===== src/rtl/wm_pkg.sv =====
// Shared washing-machine controller definitions: state encodings and default
// phase durations used by the controller FSM and phase_timer.
package wm_pkg;

    typedef enum logic [2:0] {
        STATE_IDLE       = 3'd0,
        STATE_START      = 3'd1,
        STATE_FILL_WATER = 3'd2,
        STATE_HEAT_WATER = 3'd3,
        STATE_WASH       = 3'd4,
        STATE_RINSE      = 3'd5,
        STATE_SPIN       = 3'd6,
        STATE_DONE       = 3'd7
    } wm_state_e;

    localparam int unsigned FILL_TIME_DEF  = 2;
    localparam int unsigned HEAT_TIME_DEF  = 3;
    localparam int unsigned WASH_TIME_DEF  = 5;
    localparam int unsigned RINSE_TIME_DEF = 3;
    localparam int unsigned SPIN_TIME_DEF  = 3;

    function automatic logic is_timed(input logic [2:0] s);
        return (s >= 3'(STATE_FILL_WATER)) && (s <= 3'(STATE_SPIN));
    endfunction

endpackage


===== src/rtl/phase_counter.sv =====
// Generic saturating up-counter with clear, load-one and enable; it never
// counts past the terminal value supplied on term_i.
module phase_counter #(
    parameter int unsigned CNT_W = 4
) (
    input  logic             clock,
    input  logic             reset_n,
    input  logic             clear_i,
    input  logic             load_one_i,
    input  logic             enable_i,
    input  logic [CNT_W-1:0] term_i,
    output logic [CNT_W-1:0] count_o
);

    logic [CNT_W-1:0] count_q, count_d;

    always_comb begin
        count_d = count_q;
        if (clear_i) begin
            count_d = '0;
        end else if (load_one_i) begin
            count_d = CNT_W'(1);
        end else if (enable_i && (count_q < term_i)) begin
            count_d = count_q + CNT_W'(1);
        end
    end

    always_ff @(posedge clock or negedge reset_n) begin
        if (!reset_n) begin
            count_q <= '0;
        end else begin
            count_q <= count_d;
        end
    end

    assign count_o = count_q;

endmodule


===== src/rtl/phase_timer.sv =====
// Per-phase elapsed-cycle timer raising a level done flag per timed phase.
// Define PHASE_TIMER_REMAINING_EN to add the 'remaining' cycles output.
module phase_timer
    import wm_pkg::*;
#(
    parameter int unsigned CNT_W      = 4,
    parameter int unsigned FILL_TIME  = FILL_TIME_DEF,
    parameter int unsigned HEAT_TIME  = HEAT_TIME_DEF,
    parameter int unsigned WASH_TIME  = WASH_TIME_DEF,
    parameter int unsigned RINSE_TIME = RINSE_TIME_DEF,
    parameter int unsigned SPIN_TIME  = SPIN_TIME_DEF
) (
    input  logic             clock,
    input  logic             reset_n,
    input  logic [2:0]       state,
    input  logic             pause,
    output logic             sig_Full,
    output logic             sig_Temperature,
    output logic             sig_Wash_Done,
    output logic             sig_Rinse_Done,
    output logic             sig_Completed
`ifdef PHASE_TIMER_REMAINING_EN
    ,
    output logic [CNT_W-1:0] remaining
`endif
);

    localparam int unsigned MAX_DUR = (1 << CNT_W) - 1;

    if (FILL_TIME < 1 || FILL_TIME > MAX_DUR || HEAT_TIME < 1 || HEAT_TIME > MAX_DUR ||
        WASH_TIME < 1 || WASH_TIME > MAX_DUR || RINSE_TIME < 1 || RINSE_TIME > MAX_DUR ||
        SPIN_TIME < 1 || SPIN_TIME > MAX_DUR) begin : g_bad_duration
        $error("phase_timer: every phase duration must lie in 1 .. 2**CNT_W-1");
    end

    function automatic logic [CNT_W-1:0] dur_of(input logic [2:0] s);
        logic [CNT_W-1:0] d;
        d = '0;
        case (s)
            3'(STATE_FILL_WATER): d = CNT_W'(FILL_TIME);
            3'(STATE_HEAT_WATER): d = CNT_W'(HEAT_TIME);
            3'(STATE_WASH):       d = CNT_W'(WASH_TIME);
            3'(STATE_RINSE):      d = CNT_W'(RINSE_TIME);
            3'(STATE_SPIN):       d = CNT_W'(SPIN_TIME);
            default:              d = '0;
        endcase
        return d;
    endfunction

    logic [2:0]       prev_state_q;
    logic [CNT_W-1:0] elapsed;
    logic [CNT_W-1:0] dur_prev;
    logic             entry;
    logic             timed;
    logic             cnt_clear;
    logic             cnt_load_one;
    logic             cnt_enable;
    logic             at_dur;

    always_ff @(posedge clock or negedge reset_n) begin
        if (!reset_n) begin
            prev_state_q <= 3'(STATE_IDLE);
        end else begin
            prev_state_q <= state;
        end
    end

    // On non-entry edges state == prev_state, so DUR(prev_state) serves as
    // both the saturation limit and the done compare value.
    assign entry        = (state != prev_state_q);
    assign timed        = is_timed(state);
    assign dur_prev     = dur_of(prev_state_q);
    assign cnt_clear    = !timed || (entry && pause);
    assign cnt_load_one = timed && entry && !pause;
    assign cnt_enable   = timed && !entry && !pause;

    phase_counter #(
        .CNT_W (CNT_W)
    ) u_phase_counter (
        .clock      (clock),
        .reset_n    (reset_n),
        .clear_i    (cnt_clear),
        .load_one_i (cnt_load_one),
        .enable_i   (cnt_enable),
        .term_i     (dur_prev),
        .count_o    (elapsed)
    );

    assign at_dur = (elapsed == dur_prev);

    always_comb begin
        sig_Full        = 1'b0;
        sig_Temperature = 1'b0;
        sig_Wash_Done   = 1'b0;
        sig_Rinse_Done  = 1'b0;
        sig_Completed   = 1'b0;
        case (prev_state_q)
            3'(STATE_FILL_WATER): sig_Full        = at_dur;
            3'(STATE_HEAT_WATER): sig_Temperature = at_dur;
            3'(STATE_WASH):       sig_Wash_Done   = at_dur;
            3'(STATE_RINSE):      sig_Rinse_Done  = at_dur;
            3'(STATE_SPIN):       sig_Completed   = at_dur;
            default: ;
        endcase
    end

`ifdef PHASE_TIMER_REMAINING_EN
    assign remaining = is_timed(prev_state_q) ? (dur_prev - elapsed) : '0;
`endif

endmodule

===== config.mk =====
export PLATFORM = sky130hd
export DESIGN_NAME = phase_timer
export DESIGN_NICKNAME = d
export VERILOG_FILES = /design/src/rtl/wm_pkg.sv /design/src/rtl/phase_counter.sv /design/src/rtl/phase_timer.sv
export SDC_FILE = /design/constraint.sdc
export NUM_CORES = 1
export LEC_CHECK = 0
export ABC_AREA = 1
export CORE_AREA = 4 4 41 43
export DETAILED_ROUTE_END_ITERATION = 16
export DIE_AREA = 0 0 45 47
export DONT_BUFFER_PORTS = 1
export PLACE_DENSITY = 0.57
export SYNTH_ARGS = -nofsm -noshare
export SYNTH_HDL_FRONTEND = slang
export SYNTH_SLANG_ARGS = --single-unit

===== constraint.sdc =====
create_clock -name clock -period 1.53 [get_ports clock]
set_input_delay 0.306 -clock clock [delete_from_list [all_inputs] [get_ports clock]]
set_output_delay 0.306 -clock clock [all_outputs]
set_load 0.01 [all_outputs]

==> run_summary.xml, run 1 <==
<?xml version="1.0" encoding="UTF-8"?>
<metrics>
  <group name="min_path">
    <metric name="min_path_type" unit="">input port to flip-flop</metric>
  </group>
  <group name="critical_path">
    <metric name="startpoint_kind_of_the_worst_setup_timing_path" unit="">flip-flop</metric>
    <metric name="worst_ep_arrival_time" unit="ns">1.66</metric>
    <metric name="required_time_of_the_critical_path" unit="ns">1.22</metric>
    <metric name="setup.worst_path.class" unit="">flip-flop to output port</metric>
    <metric name="critical_path.max_fanout" unit="">5</metric>
    <metric name="worstSetupEndpointType" unit="">output port</metric>
  </group>
  <group name="yosys">
    <metric name="yosys.cell_count.top_type" unit="">sky130_fd_sc_hd__nand2_1</metric>
    <metric name="synth.distinct_cells" unit="">18</metric>
    <metric name="postSynth.asyncResetShare" unit="%">100.0</metric>
    <metric name="synth.net_count" unit="">92</metric>
    <metric name="synth_sequential_area_ratio" unit="%">31.53</metric>
    <metric name="syn-cell-area" unit="µm²">555.5</metric>
    <metric name="predominant_post_synthesis_flop_cell" unit="">sky130_fd_sc_hd__dfrtp_1</metric>
    <metric name="post-synth-top-area-fraction" unit="%">31.53</metric>
    <metric name="ys.warnings.count" unit="">0</metric>
    <metric name="synth_area_leaders" unit="">sky130_fd_sc_hd__dfrtp_1, sky130_fd_sc_hd__nand2_1, sky130_fd_sc_hd__ha_1</metric>
    <metric name="netlist.top_cell.by_area" unit="">sky130_fd_sc_hd__dfrtp_1</metric>
    <metric name="synth_enable_flop_cells" unit="">0</metric>
    <metric name="yosys-top-cells-count" unit="">sky130_fd_sc_hd__nand2_1, sky130_fd_sc_hd__nand3_1, sky130_fd_sc_hd__inv_1</metric>
    <metric name="synthesis.instances" unit="">81</metric>
    <metric name="avgSynthCellArea" unit="µm²">6.858</metric>
    <metric name="ys_ff_latch" unit="">7</metric>
  </group>
  <group name="grt">
    <metric name="globalRoute.totalOverflow" unit="">0</metric>
    <metric name="grt_pass1_wl" unit="mm">2.242</metric>
    <metric name="antenna_found_initial" unit="">0</metric>
    <metric name="grt_max_degree" unit="">8</metric>
    <metric name="grt_pass1_vias" unit="">539</metric>
    <metric name="gr-usage-met2" unit="%">26.55</metric>
    <metric name="busiest_layer" unit="">met2</metric>
    <metric name="use_met1" unit="%">17.95</metric>
    <metric name="groute.usage.overall" unit="%">15.06</metric>
    <metric name="groute.layer.met3.usage" unit="%">1.149</metric>
  </group>
  <group name="floorplanning">
    <metric name="num_io_pins" unit="">11</metric>
    <metric name="dieHeight" unit="µm">47</metric>
    <metric name="initial_standard_cell_utilization_of_the_core" unit="%">42.69</metric>
    <metric name="die_width" unit="µm">45</metric>
    <metric name="core" unit="µm²">1301</metric>
    <metric name="die-area" unit="µm²">2115</metric>
    <metric name="rows" unit="">13</metric>
  </group>
  <group name="cts">
    <metric name="cts_root_buffer" unit="">sky130_fd_sc_hd__clkbuf_4</metric>
    <metric name="cts_buffer_depth" unit="">2</metric>
    <metric name="worstSkewPairLatency" unit="ns">0.25</metric>
    <metric name="cts.sink_count" unit="">7</metric>
    <metric name="cts_made_buffers" unit="">3</metric>
    <metric name="cts_tree" unit="">yes</metric>
    <metric name="h-tree-depth" unit="">1</metric>
    <metric name="clk_pin_slew" unit="ns">0.05</metric>
  </group>
  <group name="finish">
    <metric name="drive_above_1_share" unit="%">50.89</metric>
    <metric name="n_fill_cell" unit="">121</metric>
    <metric name="fin_nets" unit="">124</metric>
    <metric name="layout.core_utilization" unit="%">70.77</metric>
    <metric name="insertedDiodeCount" unit="">0</metric>
    <metric name="layout-area-overhead-vs-synth" unit="%">65.77</metric>
  </group>
  <group name="timing">
    <metric name="final_period_utilization" unit="%">128.3</metric>
    <metric name="post_layout_min_period" unit="ns">1.963</metric>
    <metric name="hold_viol_final" unit="">0</metric>
    <metric name="rsz0062_at_grt" unit="">true</metric>
    <metric name="fmaxAchievable" unit="MHz">509.6</metric>
    <metric name="max-slew-margin-rel" unit="%">77.36</metric>
    <metric name="setup_slack" unit="ns">-0.4325</metric>
    <metric name="worst_clock_skew" unit="ns">0.003661</metric>
    <metric name="max_transition_viols_final" unit="">0</metric>
    <metric name="timing_worst_slew_pin_value" unit="ns">0.3385</metric>
    <metric name="setup_viol" unit="">9</metric>
    <metric name="fin_tns_setup" unit="ns">-2.639</metric>
  </group>
  <group name="detailed_routing">
    <metric name="via_count" unit="">607</metric>
    <metric name="final_antenna_net_count" unit="">0</metric>
    <metric name="avgViaCountPerCell" unit="">4.780</metric>
    <metric name="wirelength" unit="mm">1.384</metric>
    <metric name="detail_route.wl_per_cell" unit="µm">10.90</metric>
    <metric name="firstDrtPassIters" unit="">4</metric>
    <metric name="detail_route.drc_violations" unit="">0</metric>
    <metric name="drt_iter0_markers" unit="">4</metric>
  </group>
  <group name="power_and_ir_drop">
    <metric name="cellPowerDensity" unit="nW/µm²">593.2</metric>
    <metric name="total_leakage_power" unit="nW">0.4506</metric>
    <metric name="vdd_drop_max" unit="V">0.0003929</metric>
    <metric name="totalPowerFinal" unit="µW">546.3</metric>
  </group>
  <group name="outcome">
    <metric name="run_status" unit="">finished, violations left</metric>
    <metric name="violations" unit="">setup timing</metric>
  </group>
  <group name="run">
    <metric name="max_cap_violations" unit="">0</metric>
  </group>
  <group name="place">
    <metric name="portBuffers" unit="">0</metric>
    <metric name="dpl_worst_slack" unit="ns">-0.1825</metric>
    <metric name="gp_weighted_congestion" unit="">0.7685</metric>
    <metric name="detailed_place_hpwl" unit="mm">1.014</metric>
  </group>
</metrics>
==> layer usage <==
layer / wire [µm] / vias up
met5: 0 / -
met2: 688 / 10
met4: 9 / 0
met3: 45 / 2
li1: - / 330
met1: 641 / 265
==> stage by stage <==
step           instances  hold slack (ns)  cell area, µm²
6_report             127          0.08100           920.9
4_1_cts              126          0.07574           903.4
2_1_floorplan         81          0.01041           620.6
5_1_grt              127          0.06554           920.9
3_5_place_dp         109          0.01064           737.0
3_3_place_gp         109          0.01065           737.0
==> worst max-delay path, stage by stage (launching register included) <==
cell and delay [ns]:
sky130_fd_sc_hd__dfrtp_2 0.45, sky130_fd_sc_hd__inv_2 0.10, sky130_fd_sc_hd__nand3_4 0.08, sky130_fd_sc_hd__ha_4 0.27, sky130_fd_sc_hd__inv_2 0.04, sky130_fd_sc_hd__nor2_4 0.11
sky130_fd_sc_hd__nand3_4 0.14, sky130_fd_sc_hd__nor2_1 0.22
==> worst paths after layout <==
path	depth (start not counted)	end	slack, ns	from
worst max-delay path	7	sig_Temperature	-0.43	prev_state_q[0]
worst min-delay path	0	prev_state_q[0]	0.08	state[0]
worst max register to register	12	u_phase_counter.count_o[0]	-0.22	prev_state_q[0]
worst min register to register	2	u_phase_counter.count_o[0]	0.58	u_phase_counter.count_o[0]
max in group asynchronous	1	prev_state_q[2]	0.87	reset_n
min in group asynchronous	1	prev_state_q[1]	0.39	reset_n
==> logic make-up after synthesis <==
| kind of cell | Yosys count | synth area share, % |
|---|---|---|
| AOI/OAI and AO/OA | 4 | 4.729 |
| and+or+nand+nor | 51 | 42.12 |
| adders and majority gates | 5 | 11.26 |
| DFF | 7 | 31.53 |
| xor gates and xnor gates | 1 | 1.577 |
| buffers and inverters | 13 | 8.783 |
==> flip-flops by register name (all words and copies together), names as in the netlist <==
| name | flops |
|---|---|
| prev_state_q | 3 |
| u_phase_counter.count_o | 4 |
==> where the power goes <==
| group | internal [mW] | total [mW] | switching, mW | leakage [nW] |
|---|---|---|---|---|
| clock network | 0.0994 | 0.166 | 0.0670 | 0.0150 |
| registers | 0.193 | 0.203 | 0.0103 | 0.0877 |
| logic | 0.0811 | 0.177 | 0.0954 | 0.348 |
| total | 0.374 | 0.546 | 0.173 | 0.451 |
==> repair_timing <==
action,CTS,global route
resized for setup,6,3
endpoints found under the setup margin,9,9
hold endpoints to repair,7,0
pin swaps,3,2
hold buffers,1,0
gates cloned,0,0
setup buffers,12,1
==> cell usage in the layout (no fill, tap or decap) <==
| cell type | synthesis | layout |
|---|---|---|
| sky130_fd_sc_hd__nor2_1 | 8 | 2 |
| sky130_fd_sc_hd__clkbuf_4 | 0 | 3 |
| sky130_fd_sc_hd__nand4_1 | 4 | 4 |
| sky130_fd_sc_hd__nor4_4 | 0 | 1 |
| sky130_fd_sc_hd__a21oi_2 | 1 | 1 |
| sky130_fd_sc_hd__ha_4 | 0 | 2 |
| sky130_fd_sc_hd__dfrtp_2 | 0 | 2 |
| sky130_fd_sc_hd__nand3_2 | 1 | 3 |
| sky130_fd_sc_hd__nand3_4 | 0 | 2 |
| sky130_fd_sc_hd__dfrtp_1 | 7 | 5 |
| sky130_fd_sc_hd__inv_2 | 4 | 5 |
| sky130_fd_sc_hd__o21a_1 | 1 | 1 |
| sky130_fd_sc_hd__o21ai_1 | 1 | 1 |
| sky130_fd_sc_hd__ha_1 | 5 | 3 |
| sky130_fd_sc_hd__buf_4 | 0 | 26 |
| sky130_fd_sc_hd__nand2_2 | 1 | 4 |
| sky130_fd_sc_hd__nand3_1 | 10 | 6 |
| sky130_fd_sc_hd__nor2_2 | 1 | 4 |
| sky130_fd_sc_hd__nand2_1 | 24 | 21 |
| sky130_fd_sc_hd__a21oi_1 | 1 | 1 |
| sky130_fd_sc_hd__clkbuf_1 | 0 | 1 |
| sky130_fd_sc_hd__nor2_4 | 0 | 3 |
| sky130_fd_sc_hd__xnor2_1 | 1 | 1 |
| sky130_fd_sc_hd__dlygate4sd3_1 | 0 | 1 |
| sky130_fd_sc_hd__inv_1 | 9 | 8 |
| sky130_fd_sc_hd__nor3_2 | 1 | 1 |
==> layout make-up <==
| type | instances | area (µm²) | share of cell area, % |
|---|---|---|---|
| flip-flops and latches | 7 | 177.7 | 19.29 |
| well taps | 15 | 18.77 | 2.038 |
| clock buffers | 4 | 26.28 | 2.853 |
| inverters | 13 | 48.80 | 5.299 |
| repair buffers | 27 | 205.2 | 22.28 |
| multi-input cells | 61 | 444.2 | 48.23 |
Power figures use the tool's default switching activity.
==> run 2: changes to the inputs <==
--- a/config.mk
+++ b/config.mk
@@ -6,11 +6,12 @@
 export NUM_CORES = 1
 export LEC_CHECK = 0
 export ABC_AREA = 1
-export CORE_AREA = 4 4 41 43
+export CORE_AREA = 2 2 39 41
 export DETAILED_ROUTE_END_ITERATION = 16
-export DIE_AREA = 0 0 45 47
+export DIE_AREA = 0 0 41 43
 export DONT_BUFFER_PORTS = 1
 export PLACE_DENSITY = 0.57
 export SYNTH_ARGS = -nofsm -noshare
 export SYNTH_HDL_FRONTEND = slang
 export SYNTH_SLANG_ARGS = --single-unit
+export TNS_END_PERCENT = 5
==> constraint.sdc (replaced) <==
create_clock -name clock -period 1.7 [get_ports clock]
set_input_delay 0.34 -clock clock [delete_from_list [all_inputs] [get_ports clock]]
set_output_delay 0.34 -clock clock [all_outputs]
set_load 0.01 [all_outputs]
==> run 2 against run 1 <==
Critical path type unchanged. Critical path depth fell by 1. Sequential power fell by 9.9%. Non-clock buffer count fell by 13. Total power fell by 15%. Sequential cell count did not move. Core utilization fell by 15 points. First-iteration DRC count fell by 25%. The flow still finishes with violations (setup timing). Sequential share of layout area rose by 3.7 points. Combinational power fell by 29%.
==> run_summary.xml, run 2 (same netlist as run 1, synthesis figures left out) <==
<?xml version="1.0" encoding="UTF-8"?>
<metrics>
  <group name="power_and_ir_drop">
    <metric name="power_frac_comb" unit="%">27.3</metric>
    <metric name="vdd_drop_max" unit="V">0.0002981</metric>
    <metric name="total_leakage_power" unit="nW">0.3943</metric>
    <metric name="cellInternalPower" unit="µW">318.1</metric>
    <metric name="clkPwrFrac" unit="%">33.1</metric>
    <metric name="sequentialPowerShare" unit="%">39.6</metric>
    <metric name="power_switching_share" unit="%">31.10</metric>
    <metric name="cellPowerDensity" unit="nW/µm²">597.1</metric>
    <metric name="switchingPower" unit="µW">143.6</metric>
  </group>
  <group name="critical_path">
    <metric name="setup.worst_path.class" unit="">flip-flop to output port</metric>
    <metric name="timing.reg2reg.setup_slack" unit="ns">0.04</metric>
    <metric name="worst_r2r_startpoint" unit="">prev_state_q[2]</metric>
    <metric name="critical_path.max_fanout" unit="">5</metric>
    <metric name="worst_ep_arrival_time" unit="ns">1.65</metric>
    <metric name="reg2reg_to" unit="">u_phase_counter.count_o[0]</metric>
    <metric name="required_time_of_the_critical_path" unit="ns">1.36</metric>
    <metric name="crit_path_start" unit="">prev_state_q[2]</metric>
    <metric name="startpoint_kind_of_the_worst_setup_timing_path" unit="">flip-flop</metric>
    <metric name="worst_r2r_path_depth" unit="">12</metric>
    <metric name="crit_path_end" unit="">sig_Wash_Done</metric>
    <metric name="worstSetupEndpointType" unit="">output port</metric>
  </group>
  <group name="place">
    <metric name="gp_weighted_congestion" unit="">0.7307</metric>
    <metric name="detailed_place_hpwl" unit="µm">992.5</metric>
    <metric name="post-place-cells" unit="">110</metric>
    <metric name="portBuffers" unit="">0</metric>
    <metric name="dpl_worst_slack" unit="ns">-0.1061</metric>
  </group>
  <group name="grt">
    <metric name="globalRoute.totalOverflow" unit="">0</metric>
    <metric name="groute.usage.overall" unit="%">16.94</metric>
    <metric name="grt_pass1_vias" unit="">527</metric>
    <metric name="antenna_found_initial" unit="">0</metric>
    <metric name="grt_max_degree" unit="">8</metric>
    <metric name="grt_pass1_wl" unit="mm">2.021</metric>
  </group>
  <group name="outcome">
    <metric name="violations" unit="">setup timing</metric>
    <metric name="run_status" unit="">finished, violations left</metric>
  </group>
  <group name="floorplanning">
    <metric name="num_io_pins" unit="">11</metric>
    <metric name="core" unit="µm²">1384</metric>
    <metric name="dieHeight" unit="µm">43</metric>
    <metric name="initial_standard_cell_utilization_of_the_core" unit="%">40.14</metric>
    <metric name="rows" unit="">14</metric>
    <metric name="die_width" unit="µm">41</metric>
    <metric name="die-area" unit="µm²">1763</metric>
  </group>
  <group name="timing">
    <metric name="rsz0062_at_grt" unit="">true</metric>
    <metric name="hold_viol_final" unit="">0</metric>
    <metric name="post_layout_min_period" unit="ns">1.988</metric>
    <metric name="worst_hold_slack" unit="ns">0.1128</metric>
    <metric name="max_transition_viols_final" unit="">0</metric>
    <metric name="max-slew-margin-rel" unit="%">76.69</metric>
    <metric name="fmaxAchievable" unit="MHz">502.9</metric>
    <metric name="fin_tns_setup" unit="ns">-1.408</metric>
    <metric name="timing_worst_slew_pin_value" unit="ns">0.3486</metric>
    <metric name="setup_viol" unit="">5</metric>
    <metric name="final_period_utilization" unit="%">117.0</metric>
    <metric name="setup_slack" unit="ns">-0.2884</metric>
    <metric name="worst_clock_skew" unit="ns">0.0008725</metric>
  </group>
  <group name="finish">
    <metric name="most-common-layout-cells" unit="">sky130_fd_sc_hd__nand2_1, sky130_fd_sc_hd__buf_4, sky130_fd_sc_hd__inv_1</metric>
    <metric name="multi_input_comb_area" unit="µm²">389.1</metric>
    <metric name="insertedDiodeCount" unit="">0</metric>
    <metric name="leading_cell_type_in_the_layout_fill_and_taps_excluded" unit="">sky130_fd_sc_hd__nand2_1</metric>
    <metric name="max_reg_flops" unit="">4</metric>
    <metric name="finish.cell_count_without_fillers" unit="">115</metric>
    <metric name="layout.area.seq" unit="µm²">177.7</metric>
    <metric name="drive_above_1_share" unit="%">36.36</metric>
    <metric name="n_fill_cell" unit="">137</metric>
    <metric name="layout.core_utilization" unit="%">55.88</metric>
    <metric name="layout-area-overhead-vs-synth" unit="%">39.19</metric>
    <metric name="fin_nets" unit="">111</metric>
  </group>
  <group name="cts">
    <metric name="cts_tree" unit="">yes</metric>
    <metric name="cts.sink_count" unit="">7</metric>
    <metric name="cts_made_buffers" unit="">3</metric>
    <metric name="worstSkewPairLatency" unit="ns">0.25</metric>
    <metric name="cts_buffer_depth" unit="">2</metric>
    <metric name="clk_pin_slew" unit="ns">0.05</metric>
    <metric name="cts_root_buffer" unit="">sky130_fd_sc_hd__clkbuf_4</metric>
    <metric name="h-tree-depth" unit="">1</metric>
  </group>
  <group name="run">
    <metric name="max_cap_violations" unit="">0</metric>
  </group>
  <group name="detailed_routing">
    <metric name="via_count" unit="">546</metric>
    <metric name="detail_route.wl_per_cell" unit="µm">10.54</metric>
    <metric name="detail_route.drc_violations" unit="">0</metric>
    <metric name="wirelength" unit="mm">1.212</metric>
    <metric name="firstDrtPassIters" unit="">2</metric>
    <metric name="final_antenna_net_count" unit="">0</metric>
    <metric name="avgViaCountPerCell" unit="">4.748</metric>
    <metric name="drt_iter0_markers" unit="">3</metric>
  </group>
  <group name="min_path">
    <metric name="worstHoldStart" unit="">state[2]</metric>
    <metric name="min_path_type" unit="">input port to flip-flop</metric>
  </group>
</metrics>
run 2: changes by cell type in the layout (fill, tap and decap cells not counted):
cell / before / now
sky130_fd_sc_hd__inv_2: 5 / 4
sky130_fd_sc_hd__nor2_4: 3 / 1
sky130_fd_sc_hd__buf_4: 26 / 12
sky130_fd_sc_hd__buf_6: 0 / 1
sky130_fd_sc_hd__nor2_1: 2 / 6
sky130_fd_sc_hd__nor2_2: 4 / 2
sky130_fd_sc_hd__ha_1: 3 / 5
sky130_fd_sc_hd__nand3_2: 3 / 4
sky130_fd_sc_hd__inv_1: 8 / 9
sky130_fd_sc_hd__ha_4: 2 / 0
sky130_fd_sc_hd__nand2_1: 21 / 22
sky130_fd_sc_hd__nand2_2: 4 / 3
sky130_fd_sc_hd__nand3_4: 2 / 1
run 2: power groups by stage:
stage	sequential (mW)	combinational, mW	clock, mW
finish	0.183	0.126	0.153
CTS	0.182	0.125	0.160
detailed placement	0.184	0.110	0
floorplan	0.184	0.0734	0
global route	0.184	0.142	0.167
global placement	0.184	0.108	0
run 2: how the worst min path moves through the flow:
stage          cells after the start  slack, ns               to
3_3_place_gp                       0       0.04  prev_state_q[2]
6_report                           0       0.11  prev_state_q[2]
4_1_cts                            0       0.10  prev_state_q[2]
2_1_floorplan                      0       0.04  prev_state_q[0]
5_1_grt                            0        0.1  prev_state_q[2]
3_5_place_dp                       0       0.04  prev_state_q[2]
run 2: worst max-delay path, cell delays in order (launching register included):
cell and delay [ns]:
sky130_fd_sc_hd__dfrtp_2 0.45, sky130_fd_sc_hd__buf_6 0.14, sky130_fd_sc_hd__nand2_2 0.06, sky130_fd_sc_hd__nand4_1 0.09, sky130_fd_sc_hd__ha_1 0.34, sky130_fd_sc_hd__nand3_4 0.11
sky130_fd_sc_hd__nor2_1 0.20
run 2: final cells by class:
| type | instances | area share (%) |
|---|---|---|
| multi-input cells | 61 | 50.32 |
| clock buffers | 4 | 3.398 |
| well taps | 16 | 2.589 |
| repair buffers | 14 | 14.40 |
| flip-flops and latches | 7 | 22.98 |
| inverters | 13 | 6.311 |
run 2: per-stage QoR:
stage                     area [µm²]  power [mW]
final                          773.2      0.4617
after global routing           773.2      0.4924
after detailed placement       693.2      0.2938
after global placement         693.2      0.2921
after CTS                      760.7      0.4677
after floorplan                575.6      0.2579
run 2: layer usage:
| layer | track usage [%] | vias to the layer above | routed length, µm | share of wire (%) |
|---|---|---|---|---|
| li1 | - | 295 | - | - |
| met2 | 25.31 | 11 | 532 | 44 |
| met5 | 0 | - | 0 | 0 |
| met4 | 12.00 | 0 | 29 | 2.4 |
| met3 | 2.094 | 4 | 47 | 3.9 |
| met1 | 21.26 | 236 | 602 | 50 |
run 2: timing repair:
item / in CTS / in global routing
setup buffers: 0 / 0
hold buffers: 1 / 0
endpoints found under the setup margin: 9 / 9
gates resized for setup: 9 / 3
hold endpoints to repair: 7 / 0
==> run 3: changes to the inputs <==
--- a/config.mk
+++ b/config.mk
@@ -6,11 +6,14 @@
 export NUM_CORES = 1
 export LEC_CHECK = 0
 export ABC_AREA = 1
-export CORE_AREA = 2 2 39 41
+export CELL_PAD_IN_SITES_DETAIL_PLACEMENT = 0
+export CELL_PAD_IN_SITES_GLOBAL_PLACEMENT = 1
+export CORE_MARGIN = 2
+export CORE_UTILIZATION = 37
 export DETAILED_ROUTE_END_ITERATION = 16
-export DIE_AREA = 0 0 41 43
 export DONT_BUFFER_PORTS = 1
-export PLACE_DENSITY = 0.57
+export PLACE_DENSITY = 0.69
+export RECOVER_POWER = 25
 export SYNTH_ARGS = -nofsm -noshare
 export SYNTH_HDL_FRONTEND = slang
 export SYNTH_SLANG_ARGS = --single-unit
==> run 3 against run 2 <==
The flow still finishes with violations (setup timing). Highest routed layer unchanged. Count of clock-buffer cells in the layout unchanged. Fmax is 0.26% higher. Setup slack gained 0.0052 ns. Sequential cell count stayed put. Critical path type unchanged.
==> run_summary.xml, run 3 (same netlist as run 1, synthesis figures left out) <==
<?xml version="1.0" encoding="UTF-8"?>
<metrics>
  <group name="detailed_routing">
    <metric name="wirelength" unit="mm">1.347</metric>
    <metric name="drt_iter0_markers" unit="">15</metric>
    <metric name="avgViaCountPerCell" unit="">5.009</metric>
    <metric name="firstDrtPassIters" unit="">3</metric>
    <metric name="detail_route.wl_per_cell" unit="µm">11.61</metric>
    <metric name="final_antenna_net_count" unit="">0</metric>
    <metric name="detail_route.drc_violations" unit="">0</metric>
    <metric name="via_count" unit="">581</metric>
  </group>
  <group name="timing">
    <metric name="worst_clock_skew" unit="ns">0.003741</metric>
    <metric name="hold_viol_final" unit="">0</metric>
    <metric name="max-slew-margin-rel" unit="%">77.49</metric>
    <metric name="max_transition_viols_final" unit="">0</metric>
    <metric name="setup_slack" unit="ns">-0.2832</metric>
    <metric name="final_period_utilization" unit="%">116.7</metric>
    <metric name="setup_viol" unit="">8</metric>
    <metric name="fmaxAchievable" unit="MHz">504.2</metric>
    <metric name="timing_worst_slew_pin_value" unit="ns">0.3358</metric>
    <metric name="fin_tns_setup" unit="ns">-1.422</metric>
    <metric name="post_layout_min_period" unit="ns">1.983</metric>
    <metric name="rsz0062_at_grt" unit="">true</metric>
  </group>
  <group name="critical_path">
    <metric name="worstSetupEndpointType" unit="">output port</metric>
    <metric name="path_buf_inv" unit="">1</metric>
    <metric name="startpoint_kind_of_the_worst_setup_timing_path" unit="">flip-flop</metric>
    <metric name="setup.worst_path.class" unit="">flip-flop to output port</metric>
    <metric name="worst_path_largest_cell_delay" unit="ns">0.46</metric>
    <metric name="worst_ep_arrival_time" unit="ns">1.64</metric>
    <metric name="critical_path.slowest_cell" unit="">sky130_fd_sc_hd__dfrtp_2</metric>
    <metric name="critical_path.max_fanout" unit="">5</metric>
    <metric name="crit_path_cell_trace" unit="">buf_6 &gt; nand2_4 &gt; nand4_1 &gt; ha_4 &gt; nand3_4 &gt; nor4_4</metric>
    <metric name="timing.critical_path.max_delay_family" unit="">flip-flops</metric>
    <metric name="required_time_of_the_critical_path" unit="ns">1.36</metric>
  </group>
  <group name="floorplanning">
    <metric name="rows" unit="">13</metric>
    <metric name="num_io_pins" unit="">11</metric>
    <metric name="die_width" unit="µm">42.75</metric>
    <metric name="dieHeight" unit="µm">42.75</metric>
    <metric name="initial_standard_cell_utilization_of_the_core" unit="%">41.15</metric>
    <metric name="die-area" unit="µm²">1828</metric>
    <metric name="core" unit="µm²">1350</metric>
  </group>
  <group name="cts">
    <metric name="cts_tree" unit="">yes</metric>
    <metric name="h-tree-depth" unit="">1</metric>
    <metric name="worstSkewPairLatency" unit="ns">0.26</metric>
    <metric name="cts_buffer_depth" unit="">2</metric>
    <metric name="cts.sink_count" unit="">7</metric>
    <metric name="clk_pin_slew" unit="ns">0.05</metric>
    <metric name="cts_root_buffer" unit="">sky130_fd_sc_hd__clkbuf_4</metric>
    <metric name="cts_made_buffers" unit="">3</metric>
  </group>
  <group name="finish">
    <metric name="max_reg_flops" unit="">4</metric>
    <metric name="finish.instance_area" unit="µm²">847.1</metric>
    <metric name="drive_above_1_share" unit="%">42.57</metric>
    <metric name="layout-area-overhead-vs-synth" unit="%">52.48</metric>
    <metric name="insertedDiodeCount" unit="">0</metric>
    <metric name="finish.cell_count_without_fillers" unit="">116</metric>
    <metric name="most-common-layout-cells" unit="">sky130_fd_sc_hd__nand2_1, sky130_fd_sc_hd__buf_4, sky130_fd_sc_hd__inv_1</metric>
    <metric name="n_fill_cell" unit="">130</metric>
    <metric name="leading_cell_type_in_the_layout_fill_and_taps_excluded" unit="">sky130_fd_sc_hd__nand2_1</metric>
    <metric name="fin_nets" unit="">113</metric>
  </group>
  <group name="grt">
    <metric name="grt_pass1_vias" unit="">593</metric>
    <metric name="antenna_found_initial" unit="">0</metric>
    <metric name="grt_pass1_wl" unit="mm">2.421</metric>
    <metric name="groute.usage.overall" unit="%">17.12</metric>
    <metric name="globalRoute.totalOverflow" unit="">0</metric>
    <metric name="grt_max_degree" unit="">8</metric>
  </group>
  <group name="place">
    <metric name="placed_area" unit="µm²">691.9</metric>
    <metric name="portBuffers" unit="">0</metric>
    <metric name="gp_weighted_congestion" unit="">0.7773</metric>
    <metric name="dpl_worst_slack" unit="ns">-0.1262</metric>
    <metric name="post-place-cells" unit="">109</metric>
    <metric name="detailed_place_hpwl" unit="µm">979.4</metric>
  </group>
  <group name="power_and_ir_drop">
    <metric name="vdd_drop_max" unit="V">0.0004031</metric>
    <metric name="cellPowerDensity" unit="nW/µm²">576.1</metric>
    <metric name="totalPowerFinal" unit="µW">488.0</metric>
    <metric name="total_leakage_power" unit="nW">0.4092</metric>
  </group>
  <group name="outcome">
    <metric name="violations" unit="">setup timing</metric>
    <metric name="run_status" unit="">finished, violations left</metric>
  </group>
  <group name="min_path">
    <metric name="min_path_type" unit="">input port to flip-flop</metric>
  </group>
  <group name="run">
    <metric name="max_cap_violations" unit="">0</metric>
  </group>
</metrics>
run 3: path summary, 6_finish.rpt:
path,startpoint,end,slack (ns),depth (start not counted)
setup reg to reg,prev_state_q[1],u_phase_counter.count_o[0],-0.02,12
min in group asynchronous,reset_n,u_phase_counter.count_o[3],0.42,1
max in group asynchronous,reset_n,prev_state_q[0],1.01,1
hold reg to reg,u_phase_counter.count_o[0],u_phase_counter.count_o[0],0.58,2
hold / removal,state[2],prev_state_q[2],0.11,0
setup / recovery,prev_state_q[2],sig_Full,-0.28,6
run 3: metrics by stage:
step / hold slack [ns] / utilization [%]
final: 0.1101 / 62.74
after floorplan: 0.04441 / -
after detailed placement: 0.04461 / 51.25
after global routing: 0.1010 / 62.74
after CTS: 0.1017 / 59.78
after global placement: 0.04460 / 51.25
run 3: final cells by class:
class / instances / area, µm² / area share (%)
Clock buffer: 4 / 26.28 / 3.102
Inverter: 13 / 48.80 / 5.761
Multi-Input combinational cell: 61 / 449.2 / 53.03
Sequential cell: 7 / 177.7 / 20.97
Tap cell: 15 / 18.77 / 2.216
Timing Repair Buffer: 16 / 126.4 / 14.92
run 3: layer usage:
layer	share of wire [%]	up-vias	GRT usage (%)
li1	-	299	-
met2	49	12	27.88
met4	2.2	0	11.25
met5	0	-	0
met1	46	266	21.09
met3	2.6	4	1.702
run 3: worst register-to-register path: cells and delay by family, from the launching register on:
kind | cells | cell delay, ns
adder cells (fa/ha/maj) | 1 | 0.26
buffers and inverters | 1 | 0.15
flip-flops | 1 | 0.38
AND/OR/NAND/NOR | 10 | 0.88
run 3: what timing repair did:
item | 4_1_cts | 5_1_grt
resized for setup | 15 | 5
pin swaps | 6 | 3
hold buffers | 1 | 0
setup endpoints to repair | 9 | 9
hold endpoints to repair | 7 | 0
setup buffers | 2 | 0
run 3: power breakdown:
group          total (mW)  internal (mW)  switching, mW
clock network       0.158         0.0900         0.0676
logic               0.146         0.0655         0.0810
registers           0.184          0.174         0.0104
total               0.488          0.329          0.159
